$ cat src/rtl/ifu_fetch.sv
`default_nettype none
// ============================================================================
// Module   : ifu_fetch
// Brief    : Instruction fetch stage: owns the PC, issues one 32-bit read at a
//            time and buffers one instruction behind a valid/ready handshake.
//            Optional macro IFU_MISALIGN_CHECK_EN turns misaligned redirects
//            into a buffered fault entry instead of a fetch.
// Revision : 1.0
// ============================================================================
module ifu_fetch #(
    parameter int              XLEN     = 64,
    parameter logic [XLEN-1:0] RESET_PC = 64'h0000000080000000
) (
    input  logic            clk,
    input  logic            rst,
    output logic            mem_req_valid,
    input  logic            mem_req_ready,
    output logic [XLEN-1:0] mem_req_addr,
    input  logic            mem_rsp_valid,
    input  logic [31:0]     mem_rsp_data,
    output logic            inst_valid,
    input  logic            inst_ready,
    output logic [31:0]     inst_out,
    output logic [XLEN-1:0] inst_pc,
    output logic            inst_fault,
    input  logic            redirect_valid,
    input  logic [XLEN-1:0] redirect_pc
);

    typedef enum logic [0:0] {
        IDLE = 1'b0,
        WAIT = 1'b1
    } state_t;

    state_t            r_state;
    state_t            w_state_nxt;
    logic [XLEN-1:0]   r_pc;
    logic [XLEN-1:0]   r_req_pc;
    logic              r_drop;
    logic              r_inst_valid;
    logic [31:0]       r_inst_out;
    logic [XLEN-1:0]   r_inst_pc;
    logic [XLEN-1:0]   w_redir_pc;
    logic              w_stall;
    logic              w_req_valid;
    logic              w_req_fire;
    logic              w_rsp_fire;
    logic              w_consume;

`ifdef IFU_MISALIGN_CHECK_EN
    logic              r_inst_fault;
    logic              r_fault_pend;

    assign w_redir_pc = redirect_pc;
    // A misaligned PC can only come from a redirect and is held until the next one.
    assign w_stall    = (r_pc[1:0] != 2'b00);
    assign inst_fault = r_inst_fault;
`else
    localparam logic [XLEN-1:0] c_align_mask = {{(XLEN-2){1'b1}}, 2'b00};

    assign w_redir_pc = redirect_pc & c_align_mask;
    assign w_stall    = 1'b0;
    assign inst_fault = 1'b0;
`endif

    always_comb begin
        w_req_valid = (r_state == IDLE) && !rst && !redirect_valid &&
                      (!r_inst_valid || inst_ready) && !w_stall;
        w_req_fire  = w_req_valid && mem_req_ready;
        w_rsp_fire  = (r_state == WAIT) && mem_rsp_valid;
        w_consume   = r_inst_valid && inst_ready;
    end

    assign mem_req_valid = w_req_valid;
    assign mem_req_addr  = r_pc;
    assign inst_valid    = r_inst_valid;
    assign inst_out      = r_inst_out;
    assign inst_pc       = r_inst_pc;

    always_ff @(posedge clk) begin
        if (rst) begin
            r_state <= IDLE;
        end else begin
            r_state <= w_state_nxt;
        end
    end

    always_comb begin
        w_state_nxt = r_state;
        case (r_state)
            IDLE:    if (w_req_fire)    w_state_nxt = WAIT;
            WAIT:    if (mem_rsp_valid) w_state_nxt = IDLE;
            default: w_state_nxt = IDLE;
        endcase
    end

    always_ff @(posedge clk) begin
        if (rst) begin
            r_pc         <= RESET_PC;
            r_req_pc     <= '0;
            r_drop       <= 1'b0;
            r_inst_valid <= 1'b0;
            r_inst_out   <= '0;
            r_inst_pc    <= '0;
`ifdef IFU_MISALIGN_CHECK_EN
            r_inst_fault <= 1'b0;
            r_fault_pend <= 1'b0;
`endif
        end else begin
            if (w_req_fire) begin
                r_req_pc <= r_pc;
            end
            if (redirect_valid) begin
                r_pc         <= w_redir_pc;
                r_inst_valid <= 1'b0;
                // A response landing with the redirect is discarded here, so nothing stays stale.
                r_drop       <= ((r_state == WAIT) && !mem_rsp_valid) || w_req_fire;
`ifdef IFU_MISALIGN_CHECK_EN
                r_inst_fault <= 1'b0;
                r_fault_pend <= (redirect_pc[1:0] != 2'b00);
`endif
            end else begin
                if (w_consume) begin
                    r_inst_valid <= 1'b0;
`ifdef IFU_MISALIGN_CHECK_EN
                    r_inst_fault <= 1'b0;
`endif
                end
                if (w_rsp_fire) begin
                    if (r_drop) begin
                        r_drop <= 1'b0;
                    end else begin
                        r_inst_valid <= 1'b1;
                        r_inst_out   <= mem_rsp_data;
                        r_inst_pc    <= r_req_pc;
                        r_pc         <= r_req_pc + XLEN'(4);
`ifdef IFU_MISALIGN_CHECK_EN
                        r_inst_fault <= 1'b0;
`endif
                    end
                end
`ifdef IFU_MISALIGN_CHECK_EN
                if (r_fault_pend) begin
                    r_fault_pend <= 1'b0;
                    r_inst_valid <= 1'b1;
                    r_inst_fault <= 1'b1;
                    r_inst_out   <= '0;
                    r_inst_pc    <= r_pc;
                end
`endif
            end
        end
    end

endmodule
`default_nettype wire

$ cat config.mk
export PLATFORM = sky130hd
export DESIGN_NAME = ifu_fetch
export DESIGN_NICKNAME = d
export VERILOG_FILES = /design/src/rtl/ifu_fetch.sv
export SDC_FILE = /design/constraint.sdc
export NUM_CORES = 1
export LEC_CHECK = 0
export CAP_MARGIN = 25
export CORE_UTILIZATION = 47
export DETAILED_ROUTE_END_ITERATION = 7
export DONT_BUFFER_PORTS = 1
export PLACE_DENSITY = 0.65
export SLEW_MARGIN = 40
export SYNTH_ARGS = -nofsm -noshare
export SYNTH_HDL_FRONTEND = slang
export SYNTH_SLANG_ARGS = --single-unit
$ cat constraint.sdc
create_clock -name clk -period 3 [get_ports clk]
set_input_delay 0.6 -clock clk [delete_from_list [all_inputs] [get_ports clk]]
set_output_delay 0.6 -clock clk [all_outputs]
set_load 0.01 [all_outputs]
# Word level (Yosys, flattened, before mapping)
# Cells that the tools add are included.
# word_totals
output_inout_bits	163
reg_bits	227
input_bits	102
# op_classes
bitwise_logic	3
n_addsub	1
n_mux	11
n_eq_ne	1
reduce_logical	18
# op_table
operator	count
64-bit two-way mux	3
64-bit by 3-bit adder with 64-bit output (second input constant)	1
1-bit logical AND	7
1-bit two-way mux	7
1-bit logical NOT	4
2-bit AND reduction	2
1-bit inverter	3
3-bit AND reduction	1
1-bit logical OR	2
2-bit != test (second input constant)	1
1-bit case mux with 2 select lines	1
2-bit nonzero test	1
2-bit OR reduction	1

# Logic depth before layout (Yosys ltp)
# Gate-level depths: netlist of run 1.
# logic_depth
ltp_word	7
depth_mapped	9

# Least setup slack after synthesis of run 1
# OpenSTA, ideal clock, no wires.
# synth_path
kind	register to register
startpoint	register r_req_pc[2]
endpoint	register r_pc[42] (netlist: mem_req_addr[42])
required_ns	2.897
path_buffers	1
arrival_ns	2.176
setup_slack_ns	0.720
stages_incl_launch_ff	9
setup_ns	0.103
path_cell_list	dfxtp_1 > ha_1 > and4_1 > and4_1 > buf_6 > nand2_4 > or4_1 > xor2_1 > a2111oi_2
# synth_between
elab_chain_len	4
# synth_lines
item	line_no	source
start: declaration	38	logic [XLEN-1:0] r_req_pc;
start signal: assignment	111	r_req_pc <= r_pc;
64-bit by 3-bit adder with 64-bit output	136	r_pc <= r_req_pc + XLEN'(4);
64-bit two-way mux	130	if (r_drop) begin
64-bit two-way mux	129	if (w_rsp_fire) begin
64-bit two-way mux	113	if (redirect_valid) begin
end signal: assignment	114	r_pc <= w_redir_pc;
end signal: assignment	136	
end: declaration	37	logic [XLEN-1:0] r_pc;
# Every way passes these cells. The select of a mux whose other input is x is not followed.
# A chain may end at the register's enable or synchronous reset.

# Worst setup path after layout of run 1
# Ends and elaborated chain as after synthesis.

==> results of run 1 <==
[metal layers]
layer	global-route usage	up-vias	part of all wire
met1	0.353	4022	0.42
met2	0.404	369	0.45
met3	0.0799	61	0.11
met4	0.0821	0	0.027
met5	0	-	0
li1	-	4144	-
[metrics by stage]
stage          setup WS, ns  instances  hold slack [ns]
2_1_floorplan         0.720       1242            0.445
3_3_place_gp          0.459       1441            0.458
3_5_place_dp          0.378       1441            0.464
4_1_cts               0.346       1484            0.145
5_1_grt               0.207       1484            0.145
6_report              0.354       1484            0.152
[cell type report]
cell class,count,area (sq um),area share
multi-input combinational,910,4720,0.442
sequential,227,4540,0.426
clock buffer,32,672,0.0629
tap,270,338,0.0316
timing repair buffer,25,238,0.0223
clock inverter,11,134,0.0125
inverter,9,33.8,0.00316
[worst paths after layout]
path	start	to	slack, ns	depth (start not counted)
worst min register to register	r_req_pc[0]	mem_req_addr[0]	0.48	2
worst max-delay path	r_req_pc[2]	mem_req_addr[42]	0.35	7
worst max register to register	r_req_pc[2]	mem_req_addr[42]	0.35	7
worst min-delay path	rst	r_req_pc[45]	0.15	1
[registers in the layout (all words and copies together), names as in the netlist]
signal,count
inst_pc,64
mem_req_addr,64
r_req_pc,64
inst_out,32
inst_valid,1
r_drop,1
r_state,1
[synth_stat cells (2+ instances only)]
cell and count:
a21oi_1 196, a21o_1 5, buf_2 7, nand4_1 15, buf_1 6, o221ai_1 3
buf_4 3, a31oi_1 6, nand2_1 364, nor4_2 3, a221oi_1 3, o21ai_0 21
dfxtp_1 227, o21a_1 4, nor4_1 3, clkbuf_1 79, and4_1 19, xnor2_1 28
and3_1 17, or3_1 5, o22ai_1 9, a2111oi_0 6, a2111oi_2 9, o211ai_1 4
a211oi_1 11, or4_1 2, nor2_1 60, nand3_1 35, xor2_1 25, nor3_1 28
inv_1 8, and2_1 6, a31o_2 6
[report_power, final]
| group | internal (mW) | total [mW] | switching, mW |
|---|---|---|---|
| combinational | 0.0979 | 0.234 | 0.136 |
| sequential | 3.09 | 3.21 | 0.115 |
| clock | 1.83 | 3.05 | 1.22 |
| total | 5.02 | 6.49 | 1.47 |
[cell families after synthesis]
family | Yosys count | share of synthesized area
simple gates | 567 | 0.260
compound gates | 286 | 0.174
flops | 227 | 0.471
buf+inv | 105 | 0.0437
xor+xnor | 53 | 0.0481
mux | 2 | 0.00220
fa+ha+maj | 1 | 0.00130
other cells | 1 | 0.000388
==> results.md, run 1 <==
- Peak supply drop: between 0.0004 and 0.0005 V
- Ratio of cells with drive above 1 in the final layout: 0.0758
- First-pass GRT wire length: ~44000 um
- Crit path kind: reg2reg
- Fin crit share: 0.882
- RSZ-0062 raised after global routing: false
- Starting density of the core: 0.479
- Yosys warns: 0
- Fin crit period: between 2 and 3 ns
- Tot Pwr: 6.49 mW
- Library cells used by synthesis: 52
- Vias in the first global route: around 7700
- Largest cells by area after synthesis: dfxtp_1 47%, nand2_1 14%, a21oi_1 10%, clkbuf_1 3.1%, xnor2_1 2.5%
- Outcome: finished clean
- TNS Setup: 0 ns
- Commonest cells after routing, fill and taps aside: 362 x nand2_1, 227 x dfxtp_1, 196 x a21oi_1
- Dpl hpwl: about 19000 um
- GRT overflow: 0
- Htree depth: 1
- Max-slew violations: 0
- Root Buffer Master: clkbuf_16
- Leading area contributor after synthesis: dfxtp_1
- #FFs+latches synth: 227
- Achievable Freq: ~380 MHz
- Layout area overhead: 10.6%
- Cell mode on critical path: and4_1
- Total track usage: 0.263
- Die X: 145 um
- CP endpoint kind: register
- Type of origin of the critical path: register
- TritonCTS clock tree: yes
- GPL Wtd Cong: approximately 0.84
- Residual DRC count: 0
- Final setup viols: 0
- Cell Area, Placed: between 9000 and 10000 sq um
- Slowest CP cell: or4_1
- Core ar.: around 20000 sq um
- FILL cells: about 1900
- Total clock sinks: between 200 and 250
- Syn Inst Count: around 1200
- Commonest non-fill, non-tap cell in the layout: nand2_1
- Max incr delay on CP: 0.53 ns
- Buffers plus inverters on the worst setup path: 0
- CTS Buf Count: 25
- Final antenna-violating net count: 0
- Critical Path AT: just over 3 ns
- Crit path max-delay family: simple AND/OR/NAND/NOR gates
- Number of synthesized flops with an enable pin: 0
- # rows: 52
- Vias: roughly 8600
- Tightest Pin Transition: ~0.83 ns
- DR iter-0 viols: approximately 690
- Die ar.: about 21000 sq um
- Hold Crit Class: in2reg
- Synthesized area: 9660 sq um
- Via/cell ratio: just under 6
- Max-Cap Viols: 0
- Post-synthesis sequential area ratio: 0.471
- Top_reg_cell synth: dfxtp_1
- Clk_skew: ~0.017 ns
- Post_cts resized: 0
- Post-route cell area: approximately 11000 sq um
- Final #Nets: 1301
- Critical Path, Cell by Cell: ha_1 -> and4_1 -> and4_1 -> nand2_4 -> or4_1 -> xor2_1 -> a2111oi_2
- Slew HR: 0.450
- Antenna violations before repair: 0
- Drt total wl: 28800 um
- Post-CTS setup buffer count: 0
- Leakage: 3.45 nW
- PwrDens: 608 nW/um^2
- Crit path max fanout: 8
- Clk slew on worst S/H paths: 0.06 ns
- Fraction of registers with async set or reset after synthesis: 0
- Fin. Hold Viols: 0
- Post-Syn Nets: around 1300
- Die Y: ~150 um
- Drt pass-1 iters: 5
- Final core area utilization: 0.529
- Synth top area share: 0.471
- I/O pin cnt: between 200 and 300
- Worst skew pair latency: roughly 0.52 ns
- CTS max path bufs: 3
- Hold_buf cts: 0
- WL/cell: about 19 um
- Largest net degree at the start of global routing: approximately 210
- IO Port Bufs: 0
- Critical Path RT: about 3.4 ns
- Number of inserted diodes: 0
- Syn_area_per_cell: a little under 8 sq um
No activity file was read; power rests on OpenSTA's default activity.
==> run 2, diff against run 1 <==
- CORE_UTILIZATION: 47 -> 55
- PLACE_DENSITY: 0.65 -> 0.73
==> run 2 against run 1 <==
Wire length shrank 2.9%. Flip-flop and latch count unchanged. Clock power barely moved. Worst setup slack gained 0.017 ns. Maximum frequency grew 0.64%. Combinational power about the same. Die area is 14% lower. Sequential power is essentially flat. Via count hardly changed. Global-route usage rose by 3.7 points. Final cell count decreased by 3.4%. Highest routed layer unchanged.
==> results.md, run 2 (synthesis gave the netlist of run 1 again) <==
- IO Port Bufs: 0 (unchanged)
- Die X: 134 um (-7.5%)
- Layout area overhead: 9.77%
- Starting density of the core: 0.560 (+0.0815)
- Slew HR: 0.602 (+0.152)
- Fin crit period: 2.63 ns (-0.0169 ns)
- I/O pin cnt: 265 (unchanged)
- Largest net degree at the start of global routing: 211 (unchanged)
- PwrDens: 610 nW/um^2 (+0.40%)
- Final #Nets: 1294 (-0.54%)
- Root Buffer Master: clkbuf_16
- Worst hold stages: 1 (unchanged)
- Worst Hold Path EP: r_req_pc[45]
- Hold_buf cts: 0 (unchanged)
- Cell Area, Placed: 9790 sq um (-0.77%)
- Tightest Pin Transition: 0.597 ns (-0.228 ns)
- WL/cell: 19.5 um (+0.52%)
- Post-CTS setup buffer count: 0 (unchanged)
- TNS Setup: 0 ns (unchanged)
- First-pass GRT wire length: 42900 um (-3.6%)
- FF-to-FF setup slack: 0.37 ns (+0.02 ns)
- Fin worst setup slack: 0.371 ns (+0.0169 ns)
- Drt total wl: 27900 um (-2.9%)
- Outcome: finished clean
- Critical Path AT: 3.00 ns (-0.06 ns)
- Worst r2r dst: mem_req_addr[46]
- CTS max path bufs: 3 (unchanged)
- Tot Pwr: 6.46 mW (-0.32%)
- Total track usage: 0.299 (+0.0366)
- CTS Buf Count: 24 (-4.0%)
- Final antenna-violating net count: 0 (unchanged)
- Commonest cells after routing, fill and taps aside: 362 x nand2_1, 227 x dfxtp_1, 196 x a21oi_1
- Core ar.: 17200 sq um (-15%)
- Post-route cell area: 10600 sq um (-0.71%)
- Via/cell ratio: 5.99 (+3.5%)
- Drt pass-1 iters: 5 (unchanged)
- Vias in the first global route: 7851 (+1.9%)
- Total clock sinks: 227 (unchanged)
- R2R depth: 7 (unchanged)
- TritonCTS clock tree: yes
- Fin. Hold Viols: 0 (unchanged)
- Hold_sp: rst
- Final setup viols: 0 (unchanged)
- # rows: 48 (-7.7%)
- GRT overflow: 0 (unchanged)
- Antenna violations before repair: 0 (unchanged)
- Number of inserted diodes: 0 (unchanged)
- Critical Path RT: 3.38 ns (-0.04 ns)
- Htree depth: 1 (unchanged)
- CP endpoint kind: register
- Vias: 8588 (-0.093%)
- Type of origin of the critical path: register
- Ratio of cells with drive above 1 in the final layout: 0.0704 (-0.00542)
- Residual DRC count: 0 (unchanged)
- Clk slew on worst S/H paths: 0.06 ns (about the same)
- Achievable Freq: 380 MHz (+0.64%)
- Clk_skew: 0.0237 ns (+0.00682 ns)
- Post_cts resized: 0 (unchanged)
- Hold Crit Class: in2reg
- Dpl hpwl: 18300 um (-1.6%)
- Max-Cap Viols: 0 (unchanged)
- Crit path max fanout: 9 (+1)
- GPL Wtd Cong: 0.826 (-1.9%)
- Die Y: 134 um (-7.5%)
- Pre-CTS setup slack: 0.506 ns (+0.128 ns)
- Commonest non-fill, non-tap cell in the layout: nand2_1
- Peak supply drop: 0.000479 V (+15%)
- Die ar.: 18100 sq um (-14%)
- Leakage: 3.42 nW (-0.96%)
- Worst skew pair latency: 0.52 ns (about the same)
- Hold Slack: 0.175 ns (+0.0224 ns)
- RSZ-0062 raised after global routing: false
- Crit path kind: reg2reg
- Fin crit share: 0.876 (-0.00562)
- Max-slew violations: 0 (unchanged)
- DR iter-0 viols: 709 (+3.2%)
- R2r startpoint: r_req_pc[2]
- FILL cells: 1570 (-18%)
## run 2: cell types whose count changed in the layout (fill, tap and decap cells not counted), sizes merged
cell,delta
clkbuf,+1
clkinv,-3
buf,-6
clkinvlp,+2
## run 2: where the power goes
group          internal [mW]  switching, mW  total (mW)
combinational          0.101          0.136       0.237
clock                   1.83           1.19        3.02
sequential              3.09          0.117        3.21
total                   5.02           1.44        6.46
## run 2: through the flow
stage | utilization | std cells
after floorplan | - | 1242
after global placement | 0.568 | 1390
after detailed placement | 0.568 | 1390
after CTS | 0.615 | 1433
after global routing | 0.615 | 1433
final | 0.615 | 1433
## run 2: worst max path at each step
stage | endpoint | cells past startpoint | slack (ns) | startpoint
6_report | mem_req_addr[46] | 7 | 0.37 | r_req_pc[2]
5_1_grt | mem_req_addr[40] | 7 | 0.09 | r_req_pc[2]
4_1_cts | mem_req_addr[46] | 7 | 0.37 | r_req_pc[2]
3_5_place_dp | mem_req_addr[40] | 7 | 0.51 | r_req_pc[2]
3_3_place_gp | mem_req_addr[40] | 7 | 0.51 | r_req_pc[3]
2_1_floorplan | mem_req_addr[42] | 8 | 0.72 | r_req_pc[2]
## run 2: final cells by class
type                    count  area [sq um]  share of cell area
multi-input cells         910          4720               0.445
inverters                   9          33.8             0.00319
repair buffers             19           218              0.0205
flip-flops and latches    227          4540               0.429
clock buffers              33           676              0.0637
well taps                 225           282              0.0266
clock inverters            10           130              0.0123
## run 2: critical path: stages, from the launching register on
cell	delay, ns
dfxtp_1	0.44
ha_1	0.26
and4_1	0.26
nand4_1	0.25
nor2_2	0.49
nand4b_1	0.18
xnor2_1	0.16
a2111oi_0	0.46
## run 2: metal layers
metal | GRT usage | share of wire | vias up
li1 | - | - | 4128
met5 | 0 | 0 | -
met4 | 0.0886 | 0.025 | 0
met2 | 0.484 | 0.46 | 405
met3 | 0.0916 | 0.11 | 46
met1 | 0.384 | 0.40 | 4009
